### src/rtl/uart_tx_device.sv
`timescale 1ns/1ps
`default_nettype none
// +----------------------------------------------------------------------------+
// | Module   : uart_tx_device                                                  |
// | Purpose  : Bus-mapped UART transmitter: TX FIFO, 8N1 serialiser, TX-empty  |
// |            interrupt.                                                      |
// | Revision : 1.0  initial release                                            |
// +----------------------------------------------------------------------------+
module uart_tx_device #(
  parameter int DataWidth    = 32,
  parameter int AddressWidth = 32,
  parameter int FifoDepth    = 16,
  parameter int ClkDivReset  = 433
) (
  input  logic                    clk_i,
  input  logic                    rst_i,
  input  logic                    dev_req_i,
  input  logic                    dev_we_i,
  input  logic [3:0]              dev_be_i,
  input  logic [AddressWidth-1:0] dev_addr_i,
  input  logic [DataWidth-1:0]    dev_wdata_i,
  output logic                    dev_rvalid_o,
  output logic [DataWidth-1:0]    dev_rdata_o,
  output logic                    dev_err_o,
  output logic                    tx_o,
  output logic                    irq_o
);

  localparam int PtrW = $clog2(FifoDepth);
  localparam int LvlW = PtrW + 1;
  localparam logic [LvlW-1:0] FullLevel = LvlW'(FifoDepth);

  localparam logic [7:0] RegTxData = 8'd0;
  localparam logic [7:0] RegStatus = 8'd1;
  localparam logic [7:0] RegClkDiv = 8'd2;
  localparam logic [7:0] RegCtrl   = 8'd3;

  typedef enum logic [1:0] {StIdle, StStart, StData, StStop} state_e;

  state_e                state_q, state_d;
  logic [15:0]           baud_q, baud_d;
  logic [7:0]            shift_q, shift_d;
  logic [2:0]            bitcnt_q, bitcnt_d;
  logic                  tx_q, tx_d;
  logic                  irq_q, irq_d;
  logic                  rvalid_q, rvalid_d;
  logic [DataWidth-1:0]  rdata_q, rdata_d;
  logic                  err_q, err_d;
  logic [15:0]           clkdiv_q, clkdiv_d;
  logic [1:0]            ctrl_q, ctrl_d;
  logic [PtrW-1:0]       wptr_q, wptr_d, rptr_q, rptr_d;
  logic [LvlW-1:0]       level_q, level_d;
  logic [7:0]            mem_q [FifoDepth];

  logic [7:0] reg_idx;
  logic       full, empty, push, pop, launch;
  logic [7:0] head;
  logic       unused_bits;

  assign reg_idx = dev_addr_i[9:2];
  assign full    = (level_q == FullLevel);
  assign empty   = (level_q == '0);
  assign head    = mem_q[rptr_q];
  // A full FIFO rejects the push even when the serialiser frees a slot this cycle.
  assign push    = dev_req_i & dev_we_i & (reg_idx == RegTxData) & dev_be_i[0] & ~full;
  assign launch  = ctrl_q[0] & ~empty;

  assign unused_bits = ^{dev_addr_i[AddressWidth-1:10], dev_addr_i[1:0],
                         dev_wdata_i[DataWidth-1:16], dev_be_i[3:2]};

  always_comb begin
    rvalid_d = dev_req_i;
    rdata_d  = '0;
    err_d    = 1'b0;
    clkdiv_d = clkdiv_q;
    ctrl_d   = ctrl_q;
    if (dev_req_i) begin
      case (reg_idx)
        RegTxData: err_d = dev_we_i & dev_be_i[0] & full;
        RegStatus: if (!dev_we_i) begin
          rdata_d[0]           = full;
          rdata_d[1]           = empty;
          rdata_d[2]           = (state_q != StIdle);
          rdata_d[8 +: LvlW]   = level_q;
        end
        RegClkDiv: if (dev_we_i) begin
          if (dev_be_i[0]) clkdiv_d[7:0]  = dev_wdata_i[7:0];
          if (dev_be_i[1]) clkdiv_d[15:8] = dev_wdata_i[15:8];
        end else begin
          rdata_d[15:0] = clkdiv_q;
        end
        RegCtrl: if (dev_we_i) begin
          if (dev_be_i[0]) ctrl_d = dev_wdata_i[1:0];
        end else begin
          rdata_d[1:0] = ctrl_q;
        end
        default: err_d = 1'b1;
      endcase
    end
  end

  always_comb begin
    state_d  = state_q;
    baud_d   = baud_q;
    shift_d  = shift_q;
    bitcnt_d = bitcnt_q;
    pop      = 1'b0;
    case (state_q)
      StIdle: if (launch) begin
        pop     = 1'b1;
        shift_d = head;
        baud_d  = clkdiv_q;
        state_d = StStart;
      end
      StStart: if (baud_q == '0) begin
        baud_d   = clkdiv_q;
        bitcnt_d = '0;
        state_d  = StData;
      end else begin
        baud_d = baud_q - 16'd1;
      end
      StData: if (baud_q == '0) begin
        baud_d = clkdiv_q;
        if (bitcnt_q == 3'd7) begin
          state_d = StStop;
        end else begin
          shift_d  = {1'b0, shift_q[7:1]};
          bitcnt_d = bitcnt_q + 3'd1;
        end
      end else begin
        baud_d = baud_q - 16'd1;
      end
      StStop: if (baud_q == '0) begin
        // Chain straight into the next start bit when more data is queued.
        if (launch) begin
          pop     = 1'b1;
          shift_d = head;
          baud_d  = clkdiv_q;
          state_d = StStart;
        end else begin
          state_d = StIdle;
        end
      end else begin
        baud_d = baud_q - 16'd1;
      end
      default: state_d = StIdle;
    endcase

    case (state_d)
      StStart: tx_d = 1'b0;
      StData:  tx_d = shift_d[0];
      default: tx_d = 1'b1;
    endcase
    irq_d = ctrl_q[1] & empty & (state_q == StIdle);
  end

  always_comb begin
    wptr_d  = push ? wptr_q + PtrW'(1) : wptr_q;
    rptr_d  = pop  ? rptr_q + PtrW'(1) : rptr_q;
    level_d = level_q;
    case ({push, pop})
      2'b10:   level_d = level_q + LvlW'(1);
      2'b01:   level_d = level_q - LvlW'(1);
      default: level_d = level_q;
    endcase
  end

  always_ff @(posedge clk_i) begin
    if (push) mem_q[wptr_q] <= dev_wdata_i[7:0];
  end

  always_ff @(posedge clk_i or posedge rst_i) begin
    if (rst_i) begin
      state_q  <= StIdle;
      baud_q   <= '0;
      shift_q  <= '0;
      bitcnt_q <= '0;
      tx_q     <= 1'b1;
      irq_q    <= 1'b0;
      rvalid_q <= 1'b0;
      rdata_q  <= '0;
      err_q    <= 1'b0;
      clkdiv_q <= 16'(ClkDivReset);
      ctrl_q   <= '0;
      wptr_q   <= '0;
      rptr_q   <= '0;
      level_q  <= '0;
    end else begin
      state_q  <= state_d;
      baud_q   <= baud_d;
      shift_q  <= shift_d;
      bitcnt_q <= bitcnt_d;
      tx_q     <= tx_d;
      irq_q    <= irq_d;
      rvalid_q <= rvalid_d;
      rdata_q  <= rdata_d;
      err_q    <= err_d;
      clkdiv_q <= clkdiv_d;
      ctrl_q   <= ctrl_d;
      wptr_q   <= wptr_d;
      rptr_q   <= rptr_d;
      level_q  <= level_d;
    end
  end

  assign dev_rvalid_o = rvalid_q;
  assign dev_rdata_o  = rdata_q;
  assign dev_err_o    = err_q;
  assign tx_o         = tx_q;
  assign irq_o        = irq_q;

endmodule
`default_nettype wire
### config.mk
export PLATFORM = sky130hd
export DESIGN_NAME = uart_tx_device
export DESIGN_NICKNAME = d
export VERILOG_FILES = /design/src/rtl/uart_tx_device.sv
export SDC_FILE = /design/constraint.sdc
export NUM_CORES = 1
export LEC_CHECK = 0
export BUFFER_PORTS_ARGS = -buffer_cell sky130_fd_sc_hd__buf_4
export CAP_MARGIN = 20
export CORE_MARGIN = 1
export CORE_UTILIZATION = 58
export DETAILED_ROUTE_END_ITERATION = 10
export MAX_ROUTING_LAYER = met4
export PLACE_DENSITY = 0.79
export SLEW_MARGIN = 20
export SYNTH_ARGS = -nofsm -noshare
export SYNTH_HDL_FRONTEND = slang
export SYNTH_SLANG_ARGS = --single-unit
### constraint.sdc
create_clock -name clk_i -period 4.6 [get_ports clk_i]
set_input_delay 0.46 -clock clk_i [delete_from_list [all_inputs] [get_ports clk_i]]
set_output_delay 0.46 -clock clk_i [all_outputs]
set_load 0.005 [all_outputs]
==> results of run 1 <==
area by class of cell:
type	count	share of cell area
Antenna cell	1	0.000237
Clock buffer	30	0.0568
Clock inverter	10	0.0118
Inverter	14	0.00509
Multi-Input combinational cell	354	0.304
Sequential cell	208	0.554
Tap cell	216	0.0256
Timing Repair Buffer	59	0.0421
stage by stage:
stage | std cells | cell area (um^2) | worst slack (ns)
6_report | 892 | 10600 | 0.514
5_1_grt | 892 | 10600 | 0.320
4_1_cts | 891 | 10600 | 0.602
3_5_place_dp | 850 | 9830 | 0.628
3_3_place_gp | 850 | 9830 | 0.771
2_1_floorplan | 621 | 9400 | 1.08
layer usage:
metal / wire length (um) / share of wire
met3: 1110 / 0.057
met5: 0 / 0
met1: 8020 / 0.41
met4: 534 / 0.027
met2: 9810 / 0.50
layout by cell type (no fill, tap or decap), types with 16 or more instances in the layout:
master / count
ha_1: 17
o22ai_1: 18
edfxtp_1: 128
mux4_2: 39
nor2_1: 26
clkbuf_16: 22
mux2i_1: 18
conb_1: 16
nand2_1: 27
a22oi_1: 24
and2_1: 17
dfrtp_1: 73
buf_4: 58
mux2_2: 21
critical path: stages (launching register included):
cell	delay [ns]
dfrtp_1	0.41
inv_1	0.09
ha_1	0.25
nor4b_1	0.43
and4_1	0.56
a21oi_4	0.14
nor3_2	0.34
ha_1	0.45
xor2_1	0.13
ha_1	0.24
o21a_1	0.17
o22a_1	0.19
a21oi_1	0.19
xor2_1	0.17
nor2_1	0.07
xor2_1	0.14
worst min path at each step:
stage,cells after the start,start,slack (ns),end
after floorplan,1,shift_q[3],0.47,shift_q[2]
after global placement,2,rst_i,0.44,level_q[1]
after detailed placement,2,rst_i,0.45,level_q[1]
after CTS,1,dev_req_i,0.10,dev_rvalid_o
after global routing,1,dev_req_i,0.11,dev_rvalid_o
final,1,dev_req_i,0.13,dev_rvalid_o
cell families (layout without fill, tap and decap cells):
group / Yosys count / count (layout) / synth area share
flip-flops: 208 / 208 / 0.627
buffers and inverters: 59 / 113 / 0.0354
AO/OA/AOI/OAI: 91 / 91 / 0.0734
other: 1 / 17 / 0.000401
adder cells (fa/ha/maj): 17 / 17 / 0.0228
AND/OR/NAND/NOR: 128 / 128 / 0.0802
XOR/XNOR: 24 / 24 / 0.0225
multiplexers: 78 / 78 / 0.139
cells in the mapped netlist (10+ instances only):
cell	n
edfxtp_1	128
dfrtp_1	74
mux4_2	39
nand2_1	27
nor2_1	26
a22oi_1	24
mux2_2	21
buf_4	18
mux2i_1	18
o22ai_1	18
and2_1	17
ha_1	17
xor2_1	15
inv_1	14
clkbuf_1	10
o21ai_0	10
power breakdown:
group | total [mW] | internal (mW) | switching (mW) | leakage, nW
clock network | 1.75 | 1.04 | 0.717 | 0.353
registers | 2.00 | 1.99 | 0.00751 | 2.23
logic | 0.0886 | 0.0324 | 0.0563 | 1.64
total | 3.84 | 3.06 | 0.781 | 4.22
flip-flops by register name, indices dropped and copies added, names as in the netlist, 3 cells and up:
| name | count |
|---|---|
| baud_q | 16 |
| level_q | 5 |
| dev_rdata_o | 16 |
| clkdiv_q | 16 |
| bitcnt_q | 3 |
| wptr_q | 4 |
| rptr_q | 4 |
| shift_q | 8 |
| mem_q | 128 |
==> out/qor.yml, run 1 <==
sta:
  drv_slew: 0
  skew_ns: 0.0148
  worst_slew_pin_slew_ns: 1.08
  fin_crit_ns: 4.09
  tns_ns: 0
  setup_viol: 0
  relSlewSlack: 0.278
  timing.hold.ws_ns: 0.127
  max_freq_ghz: 0.245
  timing.final.hold_violations: 0
  rsz0062_at_grt: "no"
  fin_crit_sh: 0.888
route:
  routed_wl_um: 19500
  dr.pass1.iters: 5
  routed-via-count: 5460
  ant_nets: 0
  drtIter0Drc: 511
  vias_per_cell: 6.12
  drc: 0
  wl_per_cell_um: 21.8
cells_and_area:
  seq_area_um2: 5850
  drive_gt1_frac: 0.256
  multi_input_area_um2: 3220
  fin_util: 0.668
  fillers: 1062
  syn2layout_area_growth_pct: 13.2
  fin_nets: 748
setup_path:
  worstPathArrival_ns: 4.47
  r2r-end: "level_q[4]"
  start_kind: "flip-flop"
  critPathKind: "flip-flop to flip-flop"
  end_kind: "flip-flop"
  crit_fanout: 10
  r2r_cells: 15
  regToRegSetupSlack_ns: 0.51
  r2r_start: "baud_q[0]"
  endpoint: "level_q[4]"
  required_ns: 4.99
  critical_path.startpoint: "baud_q[0]"
cts:
  root_buffer: "clkbuf_16"
  htreeDepth: 1
  cts_buffer_depth: 3
  cts_setup_buffers: 0
  clkSinkCount: 208
  cts_tree: "yes"
  post_cts_resized: 0
  insertion_delay_ns: 0.52
  cts_buffers: 22
  cts.hold.buffers_added: 1
  path_clk_slew_ns: 0.06
floorplan:
  start_util: 0.590
  die_area_um2: 16600
  die_y_um: 129
  core_area_um2: 15800
  die_w_um: 129
  rows: 46
  io_pins: 108
power:
  ir_drop_uv: 332
  power.leakage_nw: 4.22
  p_per_area_nw_per_um2: 363
  report.power.total_mw: 3.84
logic_synthesis:
  synth_area_leaders: "edfxtp_1 41%, dfrtp_1 20%, mux4_2 9.4%, mux2_2 2.5%, ha_1 2.3%"
  yosysTopAreaCell: "edfxtp_1"
  syn_area_per_cell_um2: 15.4
  ys_warn_count: 0
  ys.flop_type: "edfxtp_1"
  seq_area_frac_synth: 0.627
  ys_ff_latch: 208
  synth_largest_type_area_fraction: 0.412
  ys_types: 60
  syn_inst: 606
  synth_edf_count: 128
  async_flop_share: 0.385
  syn_area_um2: 9340
global_routing:
  grtUsageMet1: 0.328
  grt_max_degree: 60
  antenna_found_initial: 1
  gr-usage-all-layers: 0.253
  grt-ovfl-total: 0
  grt_first_pass_wirelength_um: 30200
  grt_use_met2: 0.414
  grt_pass1_vias: 5528
  grt.busiest_layer: "met2"
  use_met3: 0.0366
place:
  numPortBuffers: 49
  dp_hpwl_um: 12600
  globalplace.congestion: 0.829
hold_path:
  hold_path_class: "input port to flip-flop"
outcome:
  outcome: "finished, final reports clean"
flow_run:
  maxCapViolCount: 0
(Power assumes the default switching activity.)
==> inputs of run 2 (changes only) <==
--- a/config.mk
+++ b/config.mk
@@ -8,10 +8,9 @@
 export BUFFER_PORTS_ARGS = -buffer_cell sky130_fd_sc_hd__buf_4
 export CAP_MARGIN = 20
 export CORE_MARGIN = 1
-export CORE_UTILIZATION = 58
+export CORE_UTILIZATION = 41
 export DETAILED_ROUTE_END_ITERATION = 10
 export MAX_ROUTING_LAYER = met4
-export PLACE_DENSITY = 0.79
 export SLEW_MARGIN = 20
 export SYNTH_ARGS = -nofsm -noshare
 export SYNTH_HDL_FRONTEND = slang
==> out/qor.yml, run 2 (same netlist as run 1, synthesis figures left out) <==
outcome:
  outcome: "finished, final reports clean"
cells_and_area:
  final_common_cell: "edfxtp_1"
  syn2layout_area_growth_pct: 15.2
  post_layout_nonfiller_instances: 955
  drive_gt1_frac: 0.267
  fin_util: 0.487
  fillers: 1884
  final_cell_mix: "128 x edfxtp_1, 72 x dfrtp_1, 56 x buf_4"
  top_register: "mem_q"
  antenna_cells: 0
  fin_nets: 747
  largest_reg_flops: 128
global_routing:
  grt-ovfl-total: 0
  grt_max_degree: 72
  grt_first_pass_wirelength_um: 30100
  gr-usage-all-layers: 0.170
  grt_pass1_vias: 5277
  antenna_found_initial: 0
route:
  wl_per_cell_um: 19.7
  routed_wl_um: 18800
  drtIter0Drc: 306
  dr.pass1.iters: 4
  routed-via-count: 5199
  ant_nets: 0
  drc: 0
  vias_per_cell: 5.44
setup_path:
  critPathKind: "flip-flop to flip-flop"
  required_ns: 4.97
  crit_fanout: 10
  start_kind: "flip-flop"
  cpMaxStageDelayCell: "and4_1"
  cp_num_buf_inv: 2
  slowest_delay_ns: 0.57
  r2r-end: "level_q[4]"
  cp_top_family: "simple AND/OR/NAND/NOR gates"
  r2r_start: "baud_q[0]"
  critical_path.startpoint: "baud_q[0]"
  end_kind: "flip-flop"
  worstPathArrival_ns: 4.36
  r2r_cells: 16
  regToRegSetupSlack_ns: 0.62
  cp_cell_sequence: "inv_1 > ha_1 > nor4b_1 > and4_1 > a21oi_4 > nor3_2 > buf_4 > ha_1 > xor2_1 > ha_1 > o21a_1 > o22a_1 > a21oi_1 > xor2_1 > nor2_1 > xor2_1"
cts:
  htreeDepth: 1
  cts_tree: "yes"
  cts_buffer_depth: 3
  cts_setup_buffers: 0
  root_buffer: "clkbuf_16"
  path_clk_slew_ns: 0.06
  cts_buffers: 23
  insertion_delay_ns: 0.51
  clkSinkCount: 208
hold_path:
  hold_depth: 1
  holdCritStartpoint: "dev_req_i"
  hold_path_class: "input port to flip-flop"
  whs_endpoint: "dev_rvalid_o"
power:
  p_sw_mw: 0.792
  sequentialPowerShare: 0.488
  swShare: 0.193
  power_frac_comb: 0.021
  clkPwrFrac: 0.491
  internal_power_mw: 3.31
  p_per_area_nw_per_um2: 381
  power.leakage_nw: 4.26
  ir_drop_uv: 413
sta:
  relSlewSlack: 0.362
  tns_ns: 0
  rsz0062_at_grt: "no"
  timing.final.hold_violations: 0
  fin_crit_sh: 0.866
  setup_viol: 0
  max_freq_ghz: 0.251
  drv_slew: 0
  timing.hold.ws_ns: 0.127
  worst_slew_pin_slew_ns: 0.952
  skew_ns: 0.0179
  fin_crit_ns: 3.98
  finalWorstSetupSlack_ns: 0.616
place:
  numPortBuffers: 49
  dp_hpwl_um: 12400
  dp_worst_setup_slack_ns: 0.640
  globalplace.congestion: 0.811
  place_inst: 912
floorplan:
  die_w_um: 153
  die_area_um2: 23400
  io_pins: 108
  die_y_um: 153
  rows: 54
  core_area_um2: 22100
  start_util: 0.423
flow_run:
  maxCapViolCount: 0
## run 2: cell count changes in the layout (fill, tap and decap cells not counted), moves of 2 or more
| cell | change |
|---|---|
| clkbuf_1 | -4 |
| bufinv_16 | +4 |
| nor3b_2 | +2 |
| nor3b_1 | -2 |
| buf_4 | -2 |
| clkinvlp_4 | +2 |
## run 2: final cells by class
class                      instances  area [um^2]  area share
clock buffer                      27          611      0.0568
clock inverter                    15          230      0.0214
inverter                          14         53.8     0.00500
multi-input combinational        354         3230       0.300
sequential                       208         5860       0.544
tap                              280          350      0.0326
timing repair buffer              57          430      0.0400
## run 2: what timing repair did
| action | in CTS | in global routing |
|---|---|---|
| endpoints found under the hold margin | 9 | 0 |
| resized for setup | 0 | 0 |
| hold buffers | 1 | 0 |
## run 2: layer usage
layer,vias up,part of all wire,GRT usage
met4,0,0.021,0.0414
li1,2410,-,-
met2,109,0.49,0.280
met5,-,0,-
met1,2654,0.45,0.222
met3,26,0.032,0.0258
## run 2: worst max path at each step
stage / to / slack (ns) / cells past startpoint
2_1_floorplan: level_q[4] / 1.08 / 17
3_3_place_gp: level_q[4] / 0.70 / 16
3_5_place_dp: level_q[4] / 0.64 / 16
4_1_cts: level_q[4] / 0.60 / 16
5_1_grt: level_q[4] / 0.23 / 16
6_report: level_q[4] / 0.62 / 16
## run 2: power groups by stage
| stage | Combinational [mW] | Clock (mW) | Sequential, mW |
|---|---|---|---|
| 6_report | 0.0870 | 2.01 | 2.00 |
| 5_1_grt | 0.0974 | 2.13 | 2.00 |
| 4_1_cts | 0.0885 | 2.06 | 2.00 |
| 3_5_place_dp | 0.0876 | 0 | 2.04 |
| 3_3_place_gp | 0.0837 | 0 | 2.04 |
| 2_1_floorplan | 0.0482 | 0 | 2.03 |
## run 2: metrics by stage
step,total power [mW],area (um^2)
final,4.10,10800
after global routing,4.23,10800
after CTS,4.15,10800
after floorplan,2.08,9400
after global placement,2.12,9900
after detailed placement,2.12,9900
==> inputs of run 3 (changes only) <==
--- a/config.mk
+++ b/config.mk
@@ -10,7 +10,6 @@
 export CORE_MARGIN = 1
 export CORE_UTILIZATION = 41
 export DETAILED_ROUTE_END_ITERATION = 10
-export MAX_ROUTING_LAYER = met4
 export SLEW_MARGIN = 20
 export SYNTH_ARGS = -nofsm -noshare
 export SYNTH_HDL_FRONTEND = slang
==> out/qor.yml, run 3 (same netlist as run 1, synthesis figures left out) <==
power:
  ir_drop_uv: 413
  sequentialPowerShare: 0.487
  internal_power_mw: 3.31
  clkPwrFrac: 0.491
  swShare: 0.193
  report.power.total_mw: 4.10
  p_per_area_nw_per_um2: 381
  power.leakage_nw: 4.26
  p_sw_mw: 0.793
  power_frac_comb: 0.021
floorplan:
  die_area_um2: 23400
  start_util: 0.423
  rows: 54
  die_w_um: 153
  die_y_um: 153
  io_pins: 108
  core_area_um2: 22100
cells_and_area:
  final_common_cell: "edfxtp_1"
  largest_reg_flops: 128
  fin_util: 0.487
  syn2layout_area_growth_pct: 15.2
  antenna_cells: 0
  drive_gt1_frac: 0.267
  final_cell_mix: "128 x edfxtp_1, 72 x dfrtp_1, 56 x buf_4"
  final_area_um2: 10800
  post_layout_nonfiller_instances: 955
  fin_nets: 747
  top_register: "mem_q"
cts:
  post_cts_resized: 0
  cts_tree: "yes"
  insertion_delay_ns: 0.51
  htreeDepth: 1
  path_clk_slew_ns: 0.06
  clkSinkCount: 208
  cts_buffers: 23
  root_buffer: "clkbuf_16"
  cts_buffer_depth: 3
route:
  wl_per_cell_um: 19.7
  drtIter0Drc: 303
  dr.pass1.iters: 5
  vias_per_cell: 5.45
  ant_nets: 0
  drc: 0
  routed-via-count: 5206
  routed_wl_um: 18800
global_routing:
  grt_first_pass_wirelength_um: 30000
  antenna_found_initial: 0
  grt_max_degree: 72
  grt_pass1_vias: 5285
  gr-usage-all-layers: 0.165
  grt-ovfl-total: 0
sta:
  max_freq_ghz: 0.251
  fin_crit_sh: 0.866
  worst_slew_pin_slew_ns: 0.938
  relSlewSlack: 0.372
  timing.final.hold_violations: 0
  finalWorstSetupSlack_ns: 0.617
  drv_slew: 0
  rsz0062_at_grt: "no"
  setup_viol: 0
  tns_ns: 0
  skew_ns: 0.0196
  fin_crit_ns: 3.98
  timing.hold.ws_ns: 0.128
setup_path:
  regToRegSetupSlack_ns: 0.62
  cp_num_buf_inv: 2
  required_ns: 4.97
  end_kind: "flip-flop"
  critPathKind: "flip-flop to flip-flop"
  cp_cell_sequence: "inv_1 > ha_1 > nor4b_1 > and4_1 > a21oi_4 > nor3_2 > buf_4 > ha_1 > xor2_1 > ha_1 > o21a_1 > o22a_1 > a21oi_1 > xor2_1 > nor2_1 > xor2_1"
  crit_fanout: 10
  slowest_delay_ns: 0.57
  cpMaxStageDelayCell: "and4_1"
  start_kind: "flip-flop"
  worstPathArrival_ns: 4.35
  cp_top_family: "simple AND/OR/NAND/NOR gates"
place:
  globalplace.congestion: 0.800
  place_inst: 912
  dp_worst_setup_slack_ns: 0.640
  numPortBuffers: 49
  dp_hpwl_um: 12400
  placed_area_um2: 9900
hold_path:
  hold_path_class: "input port to flip-flop"
flow_run:
  maxCapViolCount: 0
outcome:
  outcome: "finished, final reports clean"
run 3: path summary, 6_finish.rpt:
path | from | endpoint | cells past startpoint
worst min-delay path | dev_req_i | dev_rvalid_o | 1
worst max register to register | baud_q[0] | level_q[4] | 16
min in group asynchronous | rst_i | rptr_q[1] | 3
worst max-delay path | baud_q[0] | level_q[4] | 16
max in group asynchronous | rst_i | dev_rdata_o[6] | 4
worst min register to register | shift_q[3] | shift_q[2] | 1
run 3: what timing repair did:
| item | CTS | global route |
|---|---|---|
| hold buffers | 1 | 0 |
| buffers inserted | 0 | 0 |
| setup endpoints to repair | 0 | 0 |
| hold endpoints to repair | 9 | 0 |
run 3: power groups by stage:
stage	clock, mW	combinational (mW)	sequential [mW]
after CTS	2.06	0.0885	2.00
final	2.02	0.0868	2.00
after detailed placement	0	0.0876	2.04
after global routing	2.13	0.0973	2.00
after global placement	0	0.0837	2.04
after floorplan	0	0.0482	2.03
run 3: layer usage:
layer	vias up	track usage	share of wire
li1	2411	-	-
met1	2657	0.221	0.45
met2	114	0.280	0.50
met3	24	0.0258	0.035
met4	0	0.0414	0.021
met5	-	0	0
run 3: cell type report:
cell class / instances / area [um^2]
sequential: 208 / 5860
tap: 280 / 350
timing repair buffer: 57 / 430
multi-input combinational: 354 / 3230
clock buffer: 27 / 611
inverter: 14 / 53.8
fill: 1884 / 11300
clock inverter: 15 / 230
